$ cat config.mk
export PLATFORM = sky130hd
export DESIGN_NAME = char_gfx_fetcher_flat
export DESIGN_NICKNAME = d
export VERILOG_FILES = /design/src/rtl/char_gfx_fetcher_pkg.sv /design/src/rtl/char_gfx_fetcher_if.sv /design/src/rtl/char_gfx_fetcher_row_serialiser.sv /design/src/rtl/char_gfx_fetcher.sv /design/src/flat_wrapper.sv
export SDC_FILE = /design/constraint.sdc
export NUM_CORES = 1
export LEC_CHECK = 0
export ABC_AREA = 1
export CORE_AREA = 2 2 173 90
export CTS_CLUSTER_DIAMETER = 40
export DETAILED_ROUTE_END_ITERATION = 16
export DIE_AREA = 0 0 175 92
export PLACE_DENSITY = 0.74
export SLEW_MARGIN = 0
export SYNTH_ARGS = -nofsm -noshare
export SYNTH_HDL_FRONTEND = slang
export SYNTH_HIERARCHICAL = 1
export SYNTH_SLANG_ARGS = --single-unit
$ cat constraint.sdc
create_clock -name i_EMU_MCLK -period 1.2 [get_ports i_EMU_MCLK]
set_input_delay 0.24 -clock i_EMU_MCLK [delete_from_list [all_inputs] [get_ports i_EMU_MCLK]]
set_output_delay 0.24 -clock i_EMU_MCLK [all_outputs]
set_load 0.005 [all_outputs]
$ cat src/rtl/char_gfx_fetcher_pkg.sv
// Shared widths, timing constants and the row-word nibble selector for the
// character graphics fetcher.
package char_gfx_fetcher_pkg;

    localparam int TIMING_W = 5;
    localparam int PHASE_W  = 3;
    localparam int CODE_W   = 11;
    localparam int VLINE_W  = 3;
    localparam int ADDR_W   = CODE_W + VLINE_W;
    localparam int WORD_W   = 32;
    localparam int NIBBLE_W = 4;
    localparam int IDX_W    = 3;

    // {pixel slot[1:0], MCLK phase[2:0]}
    localparam logic [TIMING_W-1:0] ADDR_TIMING_DEF    = 5'b01_000;
    localparam logic [TIMING_W-1:0] CAPTURE_TIMING_DEF = 5'b11_001;
    localparam logic [TIMING_W-1:0] RELOAD_TIMING      = 5'b00_000;

    localparam logic [PHASE_W-1:0] PHASE_ADVANCE = 3'd0;
    localparam logic [PHASE_W-1:0] PHASE_OUTPUT  = 3'd1;

    // Pixel 0 is the most-significant nibble; a flipped row reads from the LS end.
    function automatic logic [NIBBLE_W-1:0] row_nibble(
        input logic [WORD_W-1:0] row,
        input logic [IDX_W-1:0]  idx,
        input logic              flip
    );
        logic [IDX_W-1:0] pos;
        pos = flip ? idx : ~idx;
        return row[{pos, 2'b11} -: NIBBLE_W];
    endfunction

endpackage

$ cat src/rtl/char_gfx_fetcher_if.sv
// Timing, tile, character-RAM and pixel signals of the fetcher.
// CHARFETCH_VFLIP_EN adds the per-layer vertical flip inputs.
interface char_gfx_fetcher_if;
    import char_gfx_fetcher_pkg::*;

    logic [TIMING_W-1:0] i_EMU_TIMING;
    logic                i_GRP;
    logic [CODE_W-1:0]   i_TMA_CODE;
    logic [VLINE_W-1:0]  i_TMA_VLINE;
    logic                i_TMA_HFLIP;
    logic [CODE_W-1:0]   i_TMB_CODE;
    logic [VLINE_W-1:0]  i_TMB_VLINE;
    logic                i_TMB_HFLIP;
`ifdef CHARFETCH_VFLIP_EN
    logic                i_TMA_VFLIP;
    logic                i_TMB_VFLIP;
`endif
    logic [ADDR_W-1:0]   o_GFXADDR;
    logic [WORD_W-1:0]   i_GFXDATA;
    logic [NIBBLE_W-1:0] o_TMA_PX;
    logic [NIBBLE_W-1:0] o_TMB_PX;

    modport master (
        output i_EMU_TIMING, i_GRP,
               i_TMA_CODE, i_TMA_VLINE, i_TMA_HFLIP,
               i_TMB_CODE, i_TMB_VLINE, i_TMB_HFLIP,
               i_GFXDATA,
        input  o_GFXADDR, o_TMA_PX, o_TMB_PX
`ifdef CHARFETCH_VFLIP_EN
        , output i_TMA_VFLIP, i_TMB_VFLIP
`endif
    );

    modport slave (
        input  i_EMU_TIMING, i_GRP,
               i_TMA_CODE, i_TMA_VLINE, i_TMA_HFLIP,
               i_TMB_CODE, i_TMB_VLINE, i_TMB_HFLIP,
               i_GFXDATA,
        output o_GFXADDR, o_TMA_PX, o_TMB_PX
`ifdef CHARFETCH_VFLIP_EN
        , input i_TMA_VFLIP, i_TMB_VFLIP
`endif
    );

endinterface

$ cat src/rtl/char_gfx_fetcher_row_serialiser.sv
// One layer's row shifter: holds the 8-pixel row word and its flip, and
// emits a registered 4-bit pixel selected by the shared pixel index.
module char_row_serialiser
    import char_gfx_fetcher_pkg::*;
(
    input  logic                clk,
    input  logic                rst_n,
    input  logic                reload_i,
    input  logic [WORD_W-1:0]   row_i,
    input  logic                flip_i,
    input  logic                out_en_i,
    input  logic [IDX_W-1:0]    idx_i,
    output logic [NIBBLE_W-1:0] px_o
);

    logic [WORD_W-1:0]   shift_q, shift_d;
    logic                flip_q,  flip_d;
    logic [NIBBLE_W-1:0] px_q,    px_d;

    always_comb begin
        // NOTE: every next-state value is defaulted to its hold value first, so
        // no path through this block can leave one unassigned and infer a latch.
        shift_d = shift_q;
        flip_d  = flip_q;
        px_d    = px_q;
        if (reload_i) begin
            shift_d = row_i;
            flip_d  = flip_i;
        end
        if (out_en_i) begin
            px_d = row_nibble(shift_q, idx_i, flip_q);
        end
    end

    // NOTE: state registers use non-blocking assignment so every flop samples
    // the pre-edge values, independent of process ordering.
    always_ff @(posedge clk or negedge rst_n) begin
        if (!rst_n) begin
            shift_q <= '0;
            flip_q  <= 1'b0;
            px_q    <= '0;
        end else begin
            shift_q <= shift_d;
            flip_q  <= flip_d;
            px_q    <= px_d;
        end
    end

    assign px_o = px_q;

endmodule

$ cat src/rtl/char_gfx_fetcher.sv
// Character RAM reader: alternates TM-A / TM-B row fetches and serialises both
// layers one pixel per slot. CHARFETCH_VFLIP_EN enables vertical-flip addressing.
module char_gfx_fetcher
    import char_gfx_fetcher_pkg::*;
#(
    parameter logic [TIMING_W-1:0] ADDR_TIMING    = ADDR_TIMING_DEF,
    parameter logic [TIMING_W-1:0] CAPTURE_TIMING = CAPTURE_TIMING_DEF
) (
    input  logic             i_EMU_MCLK,
    input  logic             i_EMU_MRST_n,
    char_gfx_fetcher_if.slave gfx
);

    logic at_addr, at_capture, at_reload, at_advance, at_output;

    assign at_addr    = (gfx.i_EMU_TIMING == ADDR_TIMING);
    assign at_capture = (gfx.i_EMU_TIMING == CAPTURE_TIMING);
    assign at_reload  = (gfx.i_EMU_TIMING == RELOAD_TIMING) && !gfx.i_GRP;
    assign at_advance = (gfx.i_EMU_TIMING[PHASE_W-1:0] == PHASE_ADVANCE);
    assign at_output  = (gfx.i_EMU_TIMING[PHASE_W-1:0] == PHASE_OUTPUT);

    logic [VLINE_W-1:0] vline_a, vline_b;
`ifdef CHARFETCH_VFLIP_EN
    assign vline_a = gfx.i_TMA_VLINE ^ {VLINE_W{gfx.i_TMA_VFLIP}};
    assign vline_b = gfx.i_TMB_VLINE ^ {VLINE_W{gfx.i_TMB_VFLIP}};
`else
    assign vline_a = gfx.i_TMA_VLINE;
    assign vline_b = gfx.i_TMB_VLINE;
`endif

    logic [ADDR_W-1:0] addr_q,        addr_d;
    logic [WORD_W-1:0] latch_a_q,     latch_a_d;
    logic [WORD_W-1:0] latch_b_q,     latch_b_d;
    logic              pend_flip_a_q, pend_flip_a_d;
    logic              pend_flip_b_q, pend_flip_b_d;
    logic [IDX_W-1:0]  pix_idx_q,     pix_idx_d;

    always_comb begin
        addr_d        = addr_q;
        latch_a_d     = latch_a_q;
        latch_b_d     = latch_b_q;
        pend_flip_a_d = pend_flip_a_q;
        pend_flip_b_d = pend_flip_b_q;
        pix_idx_d     = pix_idx_q;

        if (at_addr) begin
            if (gfx.i_GRP) begin
                addr_d        = {gfx.i_TMB_CODE, vline_b};
                pend_flip_b_d = gfx.i_TMB_HFLIP;
            end else begin
                addr_d        = {gfx.i_TMA_CODE, vline_a};
                pend_flip_a_d = gfx.i_TMA_HFLIP;
            end
        end

        if (at_capture) begin
            if (gfx.i_GRP) latch_b_d = gfx.i_GFXDATA;
            else           latch_a_d = gfx.i_GFXDATA;
        end

        // Index runs 0-3 over the A half and 4-7 over the B half of each cycle.
        if (at_reload)       pix_idx_d = '0;
        else if (at_advance) pix_idx_d = pix_idx_q + 3'd1;
    end

    always_ff @(posedge i_EMU_MCLK or negedge i_EMU_MRST_n) begin
        if (!i_EMU_MRST_n) begin
            addr_q        <= '0;
            latch_a_q     <= '0;
            latch_b_q     <= '0;
            pend_flip_a_q <= 1'b0;
            pend_flip_b_q <= 1'b0;
            pix_idx_q     <= '0;
        end else begin
            addr_q        <= addr_d;
            latch_a_q     <= latch_a_d;
            latch_b_q     <= latch_b_d;
            pend_flip_a_q <= pend_flip_a_d;
            pend_flip_b_q <= pend_flip_b_d;
            pix_idx_q     <= pix_idx_d;
        end
    end

    logic [NIBBLE_W-1:0] px_a, px_b;

    char_row_serialiser u_row_a (
        .clk      (i_EMU_MCLK),
        .rst_n    (i_EMU_MRST_n),
        .reload_i (at_reload),
        .row_i    (latch_a_q),
        .flip_i   (pend_flip_a_q),
        .out_en_i (at_output),
        .idx_i    (pix_idx_q),
        .px_o     (px_a)
    );

    char_row_serialiser u_row_b (
        .clk      (i_EMU_MCLK),
        .rst_n    (i_EMU_MRST_n),
        .reload_i (at_reload),
        .row_i    (latch_b_q),
        .flip_i   (pend_flip_b_q),
        .out_en_i (at_output),
        .idx_i    (pix_idx_q),
        .px_o     (px_b)
    );

    assign gfx.o_GFXADDR = addr_q;
    assign gfx.o_TMA_PX  = px_a;
    assign gfx.o_TMB_PX  = px_b;

endmodule

$ cat src/flat_wrapper.sv
// flat-port wrapper written by rule: the top's interface ports become plain ports
module char_gfx_fetcher_flat import char_gfx_fetcher_pkg::*;
#(
    parameter logic [TIMING_W-1:0] ADDR_TIMING    = ADDR_TIMING_DEF,
    parameter logic [TIMING_W-1:0] CAPTURE_TIMING = CAPTURE_TIMING_DEF
)
  (i_EMU_MCLK, i_EMU_MRST_n, gfx_i_EMU_TIMING, gfx_i_GRP, gfx_i_TMA_CODE, gfx_i_TMA_VLINE, gfx_i_TMA_HFLIP, gfx_i_TMB_CODE, gfx_i_TMB_VLINE, gfx_i_TMB_HFLIP, gfx_i_GFXDATA, gfx_o_GFXADDR, gfx_o_TMA_PX, gfx_o_TMB_PX);
  char_gfx_fetcher_if gfx_i ();
  input  logic i_EMU_MCLK;
  input  logic i_EMU_MRST_n;
  input wire logic [$bits(gfx_i.i_EMU_TIMING)-1:0] gfx_i_EMU_TIMING;
  input wire logic [$bits(gfx_i.i_GRP)-1:0] gfx_i_GRP;
  input wire logic [$bits(gfx_i.i_TMA_CODE)-1:0] gfx_i_TMA_CODE;
  input wire logic [$bits(gfx_i.i_TMA_VLINE)-1:0] gfx_i_TMA_VLINE;
  input wire logic [$bits(gfx_i.i_TMA_HFLIP)-1:0] gfx_i_TMA_HFLIP;
  input wire logic [$bits(gfx_i.i_TMB_CODE)-1:0] gfx_i_TMB_CODE;
  input wire logic [$bits(gfx_i.i_TMB_VLINE)-1:0] gfx_i_TMB_VLINE;
  input wire logic [$bits(gfx_i.i_TMB_HFLIP)-1:0] gfx_i_TMB_HFLIP;
  input wire logic [$bits(gfx_i.i_GFXDATA)-1:0] gfx_i_GFXDATA;
  output wire logic [$bits(gfx_i.o_GFXADDR)-1:0] gfx_o_GFXADDR;
  output wire logic [$bits(gfx_i.o_TMA_PX)-1:0] gfx_o_TMA_PX;
  output wire logic [$bits(gfx_i.o_TMB_PX)-1:0] gfx_o_TMB_PX;
  assign gfx_i.i_EMU_TIMING = gfx_i_EMU_TIMING;
  assign gfx_i.i_GRP = gfx_i_GRP;
  assign gfx_i.i_TMA_CODE = gfx_i_TMA_CODE;
  assign gfx_i.i_TMA_VLINE = gfx_i_TMA_VLINE;
  assign gfx_i.i_TMA_HFLIP = gfx_i_TMA_HFLIP;
  assign gfx_i.i_TMB_CODE = gfx_i_TMB_CODE;
  assign gfx_i.i_TMB_VLINE = gfx_i_TMB_VLINE;
  assign gfx_i.i_TMB_HFLIP = gfx_i_TMB_HFLIP;
  assign gfx_i.i_GFXDATA = gfx_i_GFXDATA;
  assign gfx_o_GFXADDR = gfx_i.o_GFXADDR;
  assign gfx_o_TMA_PX = gfx_i.o_TMA_PX;
  assign gfx_o_TMB_PX = gfx_i.o_TMB_PX;
  char_gfx_fetcher #(.ADDR_TIMING(ADDR_TIMING), .CAPTURE_TIMING(CAPTURE_TIMING)) u_core (.i_EMU_MCLK(i_EMU_MCLK), .i_EMU_MRST_n(i_EMU_MRST_n), .gfx(gfx_i));
endmodule
; Word level (Yosys, flattened, before mapping)
; Index checks and enable logic that the tools add are counted.
[totals]
ff_bits = 157
input_bits = 70
output_inout_bits = 22
elab_cells = 34
[op_classes]
add_sub_neg = 1
n_eq_ne = 3
n_shift = 2
mux = 5
bitwise = 2
reduce_logical = 9
[op_table]
columns = cell, n
row1 = $shiftx A35 B6 Y4, 2
row2 = $mux W14, 1
row3 = $mux W3, 4
row4 = $reduce_and A2 Y1, 4
row5 = $eq A5 B4 Y1 const B, 1
row6 = $eq A5 B5 Y1 const B, 1
row7 = $logic_not A5 Y1, 1
row8 = $add A3 B1 Y3 const B, 1
row9 = $eq A3 B1 Y1 const B, 1
row10 = $logic_not A3 Y1, 1
row11 = $not A3 Y3, 1
row12 = $reduce_bool A2 Y1, 1
row13 = $logic_and A1 B1 Y1, 1
row14 = $logic_not A1 Y1, 1
row15 = $not A1 Y1, 1

; Depth between registers and ports, before layout
; Gate-level depths: netlist of the first run.
[depth]
word_depth = 3
depth_mapped = 10
mapped_depth_nobuf = 8

; Cells and area by module
; Netlist of the first run, hierarchy kept.
[modules_own_cells]
columns = module, instances, cells_per_inst, area_per_inst_um2, seq_area_each_um2
row1 = char_row_serialiser, 2, 227, 1838.0, 925.9
row2 = char_gfx_fetcher, 1, 428, 3539.6, 2077.0

; Worst setup path after synthesis of the first run
; Ideal clock, no wire load.
[synth_timing]
path_type = input -> register
start = input port gfx_i_GRP
end = register u_core.u_row_a.shift_q[21]
setup_ns = 0.134
arrival_ns = 1.416
required_time_ns = 1.066
path_slack_ns = -0.350
stages = 7
path_buffers = 3
path_cell_list = buf_2 nor2_1 nand2_1 nor2_1 buf_2 clkbuf_1 o21ai_0
[synth_between]
elab_chain_len = 2
[synth_rtl]
columns = element, line
row1 = start: declaration, flat_wrapper.sv:12  ; input wire logic [$bits(gfx_i.i_GRP)-1:0] gfx_i_GRP;
row2 = $logic_not A1 Y1, char_gfx_fetcher.sv:18  ; assign at_reload = (gfx.i_EMU_TIMING == RELOAD_TIMING) && !gfx.i_GRP;
row3 = $logic_and A1 B1 Y1, char_gfx_fetcher.sv:18
row4 = net u_core.at_reload, char_gfx_fetcher.sv:14  ; logic at_addr, at_capture, at_reload, at_advance, at_output;
row5 = end signal: assignment, char_gfx_fetcher_row_serialiser.sv:43  ; shift_q <= shift_d;
row6 = end: declaration, char_gfx_fetcher_row_serialiser.sv:16  ; logic [WORD_W-1:0] shift_q, shift_d;
; The timed path passes the listed nets, and every way through them passes these cells.
; A chain may end at the register's enable or synchronous reset.

; Worst setup path after layout of the first run
[layout_timing]
start = register u_core.pix_idx_q[0]
end = register u_core.u_row_b.px_q[2] (netlist: u_core/u_row_b/px_o[2])
[layout_between]
elab_chain_len = 3
[layout_rtl]
columns = element, line
row1 = start: declaration, char_gfx_fetcher.sv:36  ; logic [IDX_W-1:0] pix_idx_q, pix_idx_d;
row2 = start signal: assignment, char_gfx_fetcher.sv:80  ; pix_idx_q <= pix_idx_d;
row3 = $not A3 Y3, char_gfx_fetcher_pkg.sv:29  ; pos = flip ? idx : ~idx;
row4 = $mux W3 (*), char_gfx_fetcher_pkg.sv:29
row5 = $shiftx A35 B6 Y4 (*), char_gfx_fetcher_pkg.sv:30  ; return row[{pos, 2'b11} -: NIBBLE_W];
row6 = end signal: assignment, char_gfx_fetcher_row_serialiser.sv:45  ; px_q <= px_d;
row7 = end: declaration, char_gfx_fetcher_row_serialiser.sv:18  ; logic [NIBBLE_W-1:0] px_q, px_d;
; Mark *: on every way between the ends. The rest lies on a longest branch, timed or not.

==> flow_summary.ini, run 1 <==
[cts]
clock-sinks = 157
root_buffer = clkbuf_16
clk_pin_slew_ns = 0.07
cts.htree.levels = 4
clk-insertion-delay-late_ns = 0.43
numCtsBuffers = 17
clockBufferDepth = 2
cts_tree = done

[route]
drcViolationCount = 0
wl_per_cell_um = 17.3
via_per_inst = 5.41
routed_wl_um = 21400
firstDrtPassIters = 8
via_count = 6718
drtIter0Drc = 855
postRouteAntennaNets = 0

[yosys]
ys_warn_count = 6
synth_area_sq_um = 7220
seq_area_frac_synth_pct = 54.4
synth.distinct_cells = 23
ys_seq_elements = 157
syn_nets = 953
syn_inst = 882
avgSynthCellArea_sq_um = 8.18

[timing]
layout_min_cycle_time_ns = 1.43
period_share_pct = 119
finalSetupTns_ns = -1.61
fmax_ghz = 0.700
worstMarginPinSlew_ns = 0.344
setup_viol = 10
layout_setup_ws_ns = -0.229
rsz0062_at_grt = true
slew_viol_final = 0
whs_ns = 0.263
maxSlewHeadroom_pct = 77.1
fin_skew_ns = 0.00824
hold_violations = 0

[power_and_ir_drop]
ir_worst_vdd_v = 0.000982
leakagePower_nw = 4.94
powerDensity_nw_per_um2 = 1890

[die]
ioPinCount = 92
start_util_pct = 48.6
die_w_um = 175
die_area_sq_um = 16100
core.rowCount = 32
core_region_area_sq_um = 14900
fp.dieH_um = 92

[worst_hold_path]
hold_path.class = input port to async pin

[critical_path]
crit_arrival_ns = 1.74
critPathKind = flip-flop to flip-flop
worstPathRequired_ns = 1.52
crit_path_end_kind = flip-flop
crit_path_start_kind = flip-flop
rrSetupSlack_ns = -0.23
path_max_fanout = 7

[global_routing]
grt_max_degree = 37
grt_pass1_vias = 6425
antenna_found_initial = 0
grtUsageTotal_pct = 27.2
grt_first_pass_wirelength_um = 33700
grt-ovfl-total = 0

[final_layout]
drive_gt1_share_pct = 20.2
layout_commonest_cell = nand2_1
nFillCells = 1177
syn_to_final_growth_pct = 36.3
diodes = 0
finalNetCount = 1095
stdcell_area_sq_um = 9840
fin_util_pct = 66.2
layout_common_cells = 342 x nand2_1, 155 x dfrtp_1, 123 x nand3_1

[status]
outcome = finished, violations left
violations = setup timing

[job]
drv_cap = 0

[placement]
io_buffers = 91
dp_hpwl_um = 13400
pre_cts_ws_ns = -0.615
place.gp.congestion = 0.926
dpl_cell_area_sq_um = 8680
## layout make-up
cell class | instances | area [sq um] | area share [%]
clock buffer | 17 | 425 | 4.33
clock inverter | 15 | 173 | 1.76
inverter | 79 | 309 | 3.14
multi-input combinational | 599 | 2960 | 30.1
sequential | 157 | 3930 | 40.0
tap | 204 | 255 | 2.60
timing repair buffer | 170 | 1780 | 18.1
## flip-flops by register name, indices dropped and copies added (netlist names)
name                    count
u_core/gfx.o_GFXADDR       14
u_core/latch_a_q           32
u_core/latch_b_q           32
u_core/pend_flip_a_q        1
u_core/pend_flip_b_q        1
u_core/pix_idx_q            3
u_core/u_row_a/flip_q       1
u_core/u_row_a/px_o         4
u_core/u_row_a/shift_q     32
u_core/u_row_b/flip_q       1
u_core/u_row_b/px_o         4
u_core/u_row_b/shift_q     32
## synth_stat cells
cell type	n	area [sq um]
o21ai_0	67	335
nand2_1	350	1310
ha_1	1	12.5
nor3_1	1	5.00
nand4_1	2	12.5
nor2_1	7	26.3
xnor2_2	2	32.5
clkbuf_1	14	52.6
xor2_4	2	55.1
inv_6	2	17.5
buf_1	1	3.75
inv_1	75	282
inv_2	2	7.51
buf_2	13	65.1
nand2_2	2	12.5
nor2_2	1	6.26
nand2_4	4	45.0
nand3_1	156	781
buf_4	12	90.1
xor2_2	2	32.5
xor2_1	1	8.76
dfrtp_1	157	3930
buf_6	8	90.1
## through the flow
stage               power, mW  std cells
CTS                      18.1       1233
floorplan                10.1        882
finish                   18.6       1241
global route             19.5       1241
global placement         12.1       1185
detailed placement       12.2       1185
## kinds of logic after synthesis
kind of cell / Yosys count / share of synthesized area (%)
and+or+nand+nor: 523 / 30.5
DFF: 157 / 54.4
buffers and inverters: 127 / 8.43
AOI/OAI and AO/OA: 67 / 4.65
xor gates and xnor gates: 7 / 1.79
adders and majority gates: 1 / 0.173
## critical path, cell delays in order, from the launching register on
cell,delay [ns]
dfrtp_2,0.52
inv_2,0.10
nand2_4,0.13
buf_6,0.13
nand3_1,0.12
nand3_2,0.11
nand3_2,0.09
nand3_2,0.07
nand2_1,0.05
## metal layers
layer  track usage [%]  share of wire, %
met1              40.1                46
met2              39.9                42
met3              7.42                10
met4              6.88               1.9
met5                 0                 0
## path summary, 6_finish.rpt
path | endpoint | cells past startpoint | startpoint
max | u_core/u_row_b/px_o[2] | 8 | u_core/pix_idx_q[0]
min | u_core/latch_b_q[10] | 2 | i_EMU_MRST_n
max reg2reg | u_core/u_row_b/px_o[2] | 8 | u_core/pix_idx_q[0]
min reg2reg | u_core/latch_b_q[0] | 2 | u_core/latch_b_q[0]
max in group asynchronous | u_core/latch_b_q[24] | 3 | i_EMU_MRST_n
min in group i_EMU_MCLK | u_core/pend_flip_a_q | 5 | gfx_i_EMU_TIMING[4]
## repair_timing
action / in CTS / in global routing
gates resized for setup: 129 / 38
hold buffers: 1 / 0
setup buffers: 10 / 5
pin swaps: 7 / 18
setup endpoints to repair: 163 / 58
gates cloned: 5 / 3
endpoints found under the hold margin: 30 / 0
## power by group
group	leakage, nW	total, mW	switching (mW)	internal [mW]
clock network	0.289	5.49	2.36	3.13
registers	1.94	7.21	0.675	6.54
logic	2.71	5.90	3.45	2.45
Note: power is estimated with default switching activity, not from simulation.
==> inputs of run 2 (changes only) <==
- ABC_CLOCK_PERIOD_IN_PS: default -> 1550
- CORE_AREA: 2 2 173 90 -> 2 2 165 86
- DIE_AREA: 0 0 175 92 -> 0 0 167 88
- GPL_TIMING_DRIVEN: default -> 0
- PLACE_DENSITY: 0.74 -> 0.77
- clock period: 1.2 -> 1.55 ns (I/O delays scaled with it)
==> run 2 against run 1 <==
The run now ends clean. Final area shrank 6.6%. Largest power group unchanged. Largest cell class unchanged. Combinational power shrank 37%. Critical path type is now input port to flip-flop. Sequential power shrank 23%.
==> flow_summary.ini, run 2 (synthesis results as in run 1) <==
[status]
outcome = completed

[timing]
worstMarginPinSlew_ns = 0.633
rsz0062_at_grt = false
layout_setup_ws_ns = 0.0790
finalSetupTns_ns = 0
maxSlewHeadroom_pct = 57.8
fmax_ghz = 0.680
layout_min_cycle_time_ns = 1.47
whs_ns = 0.264
fin_skew_ns = 0.0124
period_share_pct = 94.9
setup_viol = 0
hold_violations = 0
slew_viol_final = 0

[critical_path]
critPathKind = input port to flip-flop
cp_top_family = buffers and inverters
path_max_fanout = 10
rr_worst_depth = 5
worstPathRequired_ns = 1.89
cpMaxStageDelayCell = dlygate4sd2_1
crit_buf_inv = 5
rrSetupSlack_ns = 0.10
crit_path_end_kind = flip-flop
r2r_start = u_core/pix_idx_q[1]
r2r-end = u_core/u_row_b/px_o[0]
crit_arrival_ns = 1.81
path_cells = dlygate4sd2_1 -> inv_1 -> nand2_1 -> nor2_4 -> inv_2 -> nor2_4 -> buf_6 -> clkbuf_4 -> nand2_1 -> o21ai_0
max_stage_delay_ns = 0.29
crit_path_start_kind = input port

[cts]
clock-sinks = 157
clk_pin_slew_ns = 0.07
numCtsBuffers = 17
cts_tree = done
clockBufferDepth = 2
cts.htree.levels = 4
root_buffer = clkbuf_16
clk-insertion-delay-late_ns = 0.42

[placement]
dp_hpwl_um = 14000
io_buffers = 90
place.gp.congestion = 0.936
pre_cts_ws_ns = -1.33
dpl_cell_area_sq_um = 8370
dp.cells = 1149

[die]
core_region_area_sq_um = 13300
die_area_sq_um = 14700
fp.dieH_um = 88
start_util_pct = 54.5
die_w_um = 167
ioPinCount = 92
core.rowCount = 30

[route]
routed_wl_um = 19600
via_count = 6419
postRouteAntennaNets = 0
drtIter0Drc = 761
drcViolationCount = 0
firstDrtPassIters = 5
wl_per_cell_um = 16.4
via_per_inst = 5.39

[final_layout]
finalNetCount = 1074
stdcell_area_sq_um = 9180
drive_gt1_share_pct = 11.6
nFillCells = 1069
fin_util_pct = 69.3
syn_to_final_growth_pct = 27.3
diodes = 0
regArea_sq_um = 3930
multiInputGateArea_sq_um = 2750
layout.cells.non_filler = 1192
layout_commonest_cell = nand2_1
layout_common_cells = 347 x nand2_1, 155 x nand3_1, 155 x dfrtp_1

[worst_hold_path]
hold_end = u_core/pend_flip_a_q
hp-start = gfx_i_GRP
hold_path.class = input port to flip-flop
holdPathStages = 4

[power_and_ir_drop]
power_mw = 13.5
leakagePower_nw = 4.70
ir_worst_vdd_v = 0.000858
powerDensity_nw_per_um2 = 1470

[job]
drv_cap = 0

[global_routing]
antenna_found_initial = 0
grt-ovfl-total = 0
grt_max_degree = 99
grt_first_pass_wirelength_um = 31900
grtUsageTotal_pct = 28.5
grt_pass1_vias = 6157
-- run 2: cell types whose count changed in the layout (fill, tap and decap cells not counted), sizes merged --
cell | previous run | this run
clkinv | 3 | 5
inv | 87 | 84
clkbuf | 22 | 32
dlymetal6s2s | 0 | 2
clkdlybuf4s50 | 62 | 63
bufbuf | 1 | 0
clkinvlp | 2 | 1
buf | 99 | 47
dlygate4sd2 | 2 | 24
nand2 | 357 | 356
-- run 2: area by class of cell --
class,instances,share of cell area (%)
multi-input combinational,598,29.9
inverter,79,3.34
sequential,157,42.8
tap,176,2.40
buffer,48,4.25
clock buffer,19,4.82
clock inverter,13,1.69
timing repair buffer,102,10.8
-- run 2: power by group --
group	leakage, nW	internal (mW)	switching (mW)	total (mW)
clock network	0.290	2.45	1.77	4.23
logic	2.47	1.49	2.21	3.69
registers	1.94	5.06	0.524	5.58
-- run 2: worst reg2reg max path, cell delays in order, from the launching register on --
cell and delay, ns:
dfrtp_2 0.56, xnor2_4 0.35, nand3_1 0.20, nand3_1 0.13, nand3_1 0.07, nand2_1 0.08
-- run 2: how the worst max path moves through the flow --
| stage | end | cells after the start | start |
|---|---|---|---|
| floorplan | u_core/u_row_a/shift_q[10] | 8 | gfx_i_GRP |
| global placement | u_core/u_row_b/shift_q[13] | 1 | i_EMU_MRST_n |
| detailed placement | u_core/u_row_a/shift_q[21] | 10 | gfx_i_EMU_TIMING[0] |
| CTS | u_core/u_row_a/shift_q[12] | 8 | gfx_i_EMU_TIMING[4] |
| global route | u_core/u_row_a/flip_q | 10 | gfx_i_EMU_TIMING[1] |
| finish | u_core/u_row_b/shift_q[0] | 10 | gfx_i_EMU_TIMING[1] |
-- run 2: routing by layer --
| layer | GRT usage [%] | up-vias | wire length, um |
|---|---|---|---|
| li1 | - | 3026 | - |
| met1 | 44.1 | 3048 | 9510 |
| met2 | 38.1 | 320 | 7530 |
| met3 | 9.76 | 25 | 2320 |
| met4 | 6.43 | 0 | 238 |
| met5 | 0 | - | 0 |
-- run 2: repair_timing --
item,CTS,global route
endpoints found under the setup margin,96,120
hold buffers,1,0
endpoints found under the hold margin,59,0
gates cloned,0,0
pin swaps,2,1
resized for setup,65,11
setup buffers,9,1
==> inputs of run 3 (changes only) <==
--- a/constraint.sdc
+++ b/constraint.sdc
@@ -3,2 +3,2 @@
 set_output_delay 0.31 -clock i_EMU_MCLK [all_outputs]
-set_load 0.005 [all_outputs]
+set_load 0.01 [all_outputs]
==> run 3 against run 2 <==
Sequential share of layout area rose by 0.15 points. Global-route usage fell by 0.051 points. Combinational power barely moved. Worst setup slack improved by 0.0020 ns. Flip-flop and latch count did not move. Final area fell by 0.34%. Utilization fell by 0.24 points. Die area did not move. Worst hold slack improved by 0.0057 ns. Routed wire length fell by 0.32%. Largest cell class unchanged.
==> flow_summary.ini, run 3 (synthesis results as in run 1) <==
[status]
outcome = completed

[power_and_ir_drop]
powerDensity_nw_per_um2 = 1480
ir_worst_vdd_v = 0.000858
leakagePower_nw = 4.68
power_mw = 13.5

[timing]
setup_viol = 0
whs_ns = 0.270
worstMarginPinSlew_ns = 0.638
layout_setup_ws_ns = 0.0810
slew_viol_final = 0
fin_skew_ns = 0.0123
fmax_ghz = 0.681
hold_violations = 0
finalSetupTns_ns = 0
rsz0062_at_grt = true
period_share_pct = 94.8
maxSlewHeadroom_pct = 57.4
layout_min_cycle_time_ns = 1.47

[critical_path]
path_cells = dlygate4sd2_1 -> inv_1 -> nand2_1 -> nor2_4 -> inv_2 -> nor2_4 -> buf_6 -> buf_4 -> nand2_1 -> o21ai_0
cp_top_family = buffers and inverters
crit_path_end_kind = flip-flop
critPathKind = input port to flip-flop
cpMaxStageDelayCell = dlygate4sd2_1
crit_arrival_ns = 1.79
max_stage_delay_ns = 0.29
worstPathRequired_ns = 1.87
path_max_fanout = 10
crit_path_start_kind = input port
crit_buf_inv = 5

[global_routing]
antenna_found_initial = 0
grt_pass1_vias = 6149
grt_first_pass_wirelength_um = 31800
grt_max_degree = 99
grt-ovfl-total = 0
grtUsageTotal_pct = 28.4

[die]
die_w_um = 167
start_util_pct = 54.5
core.rowCount = 30
die_area_sq_um = 14700
core_region_area_sq_um = 13300
fp.dieH_um = 88
ioPinCount = 92

[route]
postRouteAntennaNets = 0
firstDrtPassIters = 5
via_count = 6383
routed_wl_um = 19500
via_per_inst = 5.37
drcViolationCount = 0
drtIter0Drc = 799
top_layer = met4
wl_per_cell_um = 16.4
wl_met2_um = 7450
drt-met1-wl_um = 9650
wl_met3_um = 2220

[cts]
clock-sinks = 157
root_buffer = clkbuf_16
clockBufferDepth = 2
cts_tree = done
clk-insertion-delay-late_ns = 0.43
cts.htree.levels = 4
numCtsBuffers = 17
clk_pin_slew_ns = 0.06

[worst_hold_path]
hold_path.class = input port to flip-flop

[placement]
dp_hpwl_um = 14000
dpl_cell_area_sq_um = 8370
pre_cts_ws_ns = -1.33
io_buffers = 90
place.gp.congestion = 0.936

[final_layout]
layout_commonest_cell = nand2_1
stdcell_area_sq_um = 9150
syn_to_final_growth_pct = 26.8
drive_gt1_share_pct = 11.2
finalNetCount = 1070
diodes = 0
layout_common_cells = 348 x nand2_1, 155 x nand3_1, 155 x dfrtp_1

[job]
drv_cap = 0
-- run 3: tightest hold or removal path, stage by stage --
cell	delay, ns
buf_2	0.15
nor2_4	0.07
nand3_1	0.07
nand2_1	0.05
-- run 3: cell type report --
class / count / area [sq um]
plain buffers: 47 / 383
clock buffers: 19 / 443
clock inverters: 13 / 155
fillers: 1071 / 4100
inverters: 79 / 307
multi-input cells: 598 / 2750
flip-flops and latches: 157 / 3930
well taps: 176 / 220
repair buffers: 99 / 963
-- run 3: routing by layer --
metal  GRT usage [%]  up-vias
met2            38.0      311
li1                -     3020
met5               0        -
met4            6.66        0
met3            10.1       24
met1            43.8     3028
-- run 3: worst paths after layout --
check                               startpoint  slack [ns]  depth (start not counted)                         end
min reg2reg                u_core/latch_a_q[8]        0.47                          2         u_core/latch_a_q[8]
max in group asynchronous         i_EMU_MRST_n        0.25                          3         u_core/pix_idx_q[1]
max                        gfx_i_EMU_TIMING[1]        0.08                         10  u_core/u_row_b/shift_q[11]
min                                  gfx_i_GRP        0.27                          4        u_core/pend_flip_a_q
min in group asynchronous         i_EMU_MRST_n        0.41                          2     u_core/gfx.o_GFXADDR[4]
max reg2reg                u_core/pix_idx_q[1]        0.10                          5      u_core/u_row_b/px_o[0]
-- run 3: power breakdown --
part	switching, mW	leakage, nW	internal [mW]	total, mW
clock network	1.78	0.290	2.45	4.23
registers	0.522	1.94	5.06	5.58
logic	2.27	2.45	1.44	3.71
total	4.57	4.68	8.96	13.5
-- run 3: repair_timing --
item,in CTS,in global routing
endpoints found under the setup margin,96,74
buffers inserted,6,1
pin swaps,2,1
hold endpoints to repair,59,0
gates resized for setup,65,11
hold buffers,1,0
-- run 3: stage by stage --
| step | std cells | util, % |
|---|---|---|
| 2_1_floorplan | 882 | - |
| 3_3_place_gp | 1148 | 62.9 |
| 3_5_place_dp | 1149 | 63.2 |
| 4_1_cts | 1188 | 68.9 |
| 5_1_grt | 1188 | 69.1 |
| 6_report | 1188 | 69.1 |
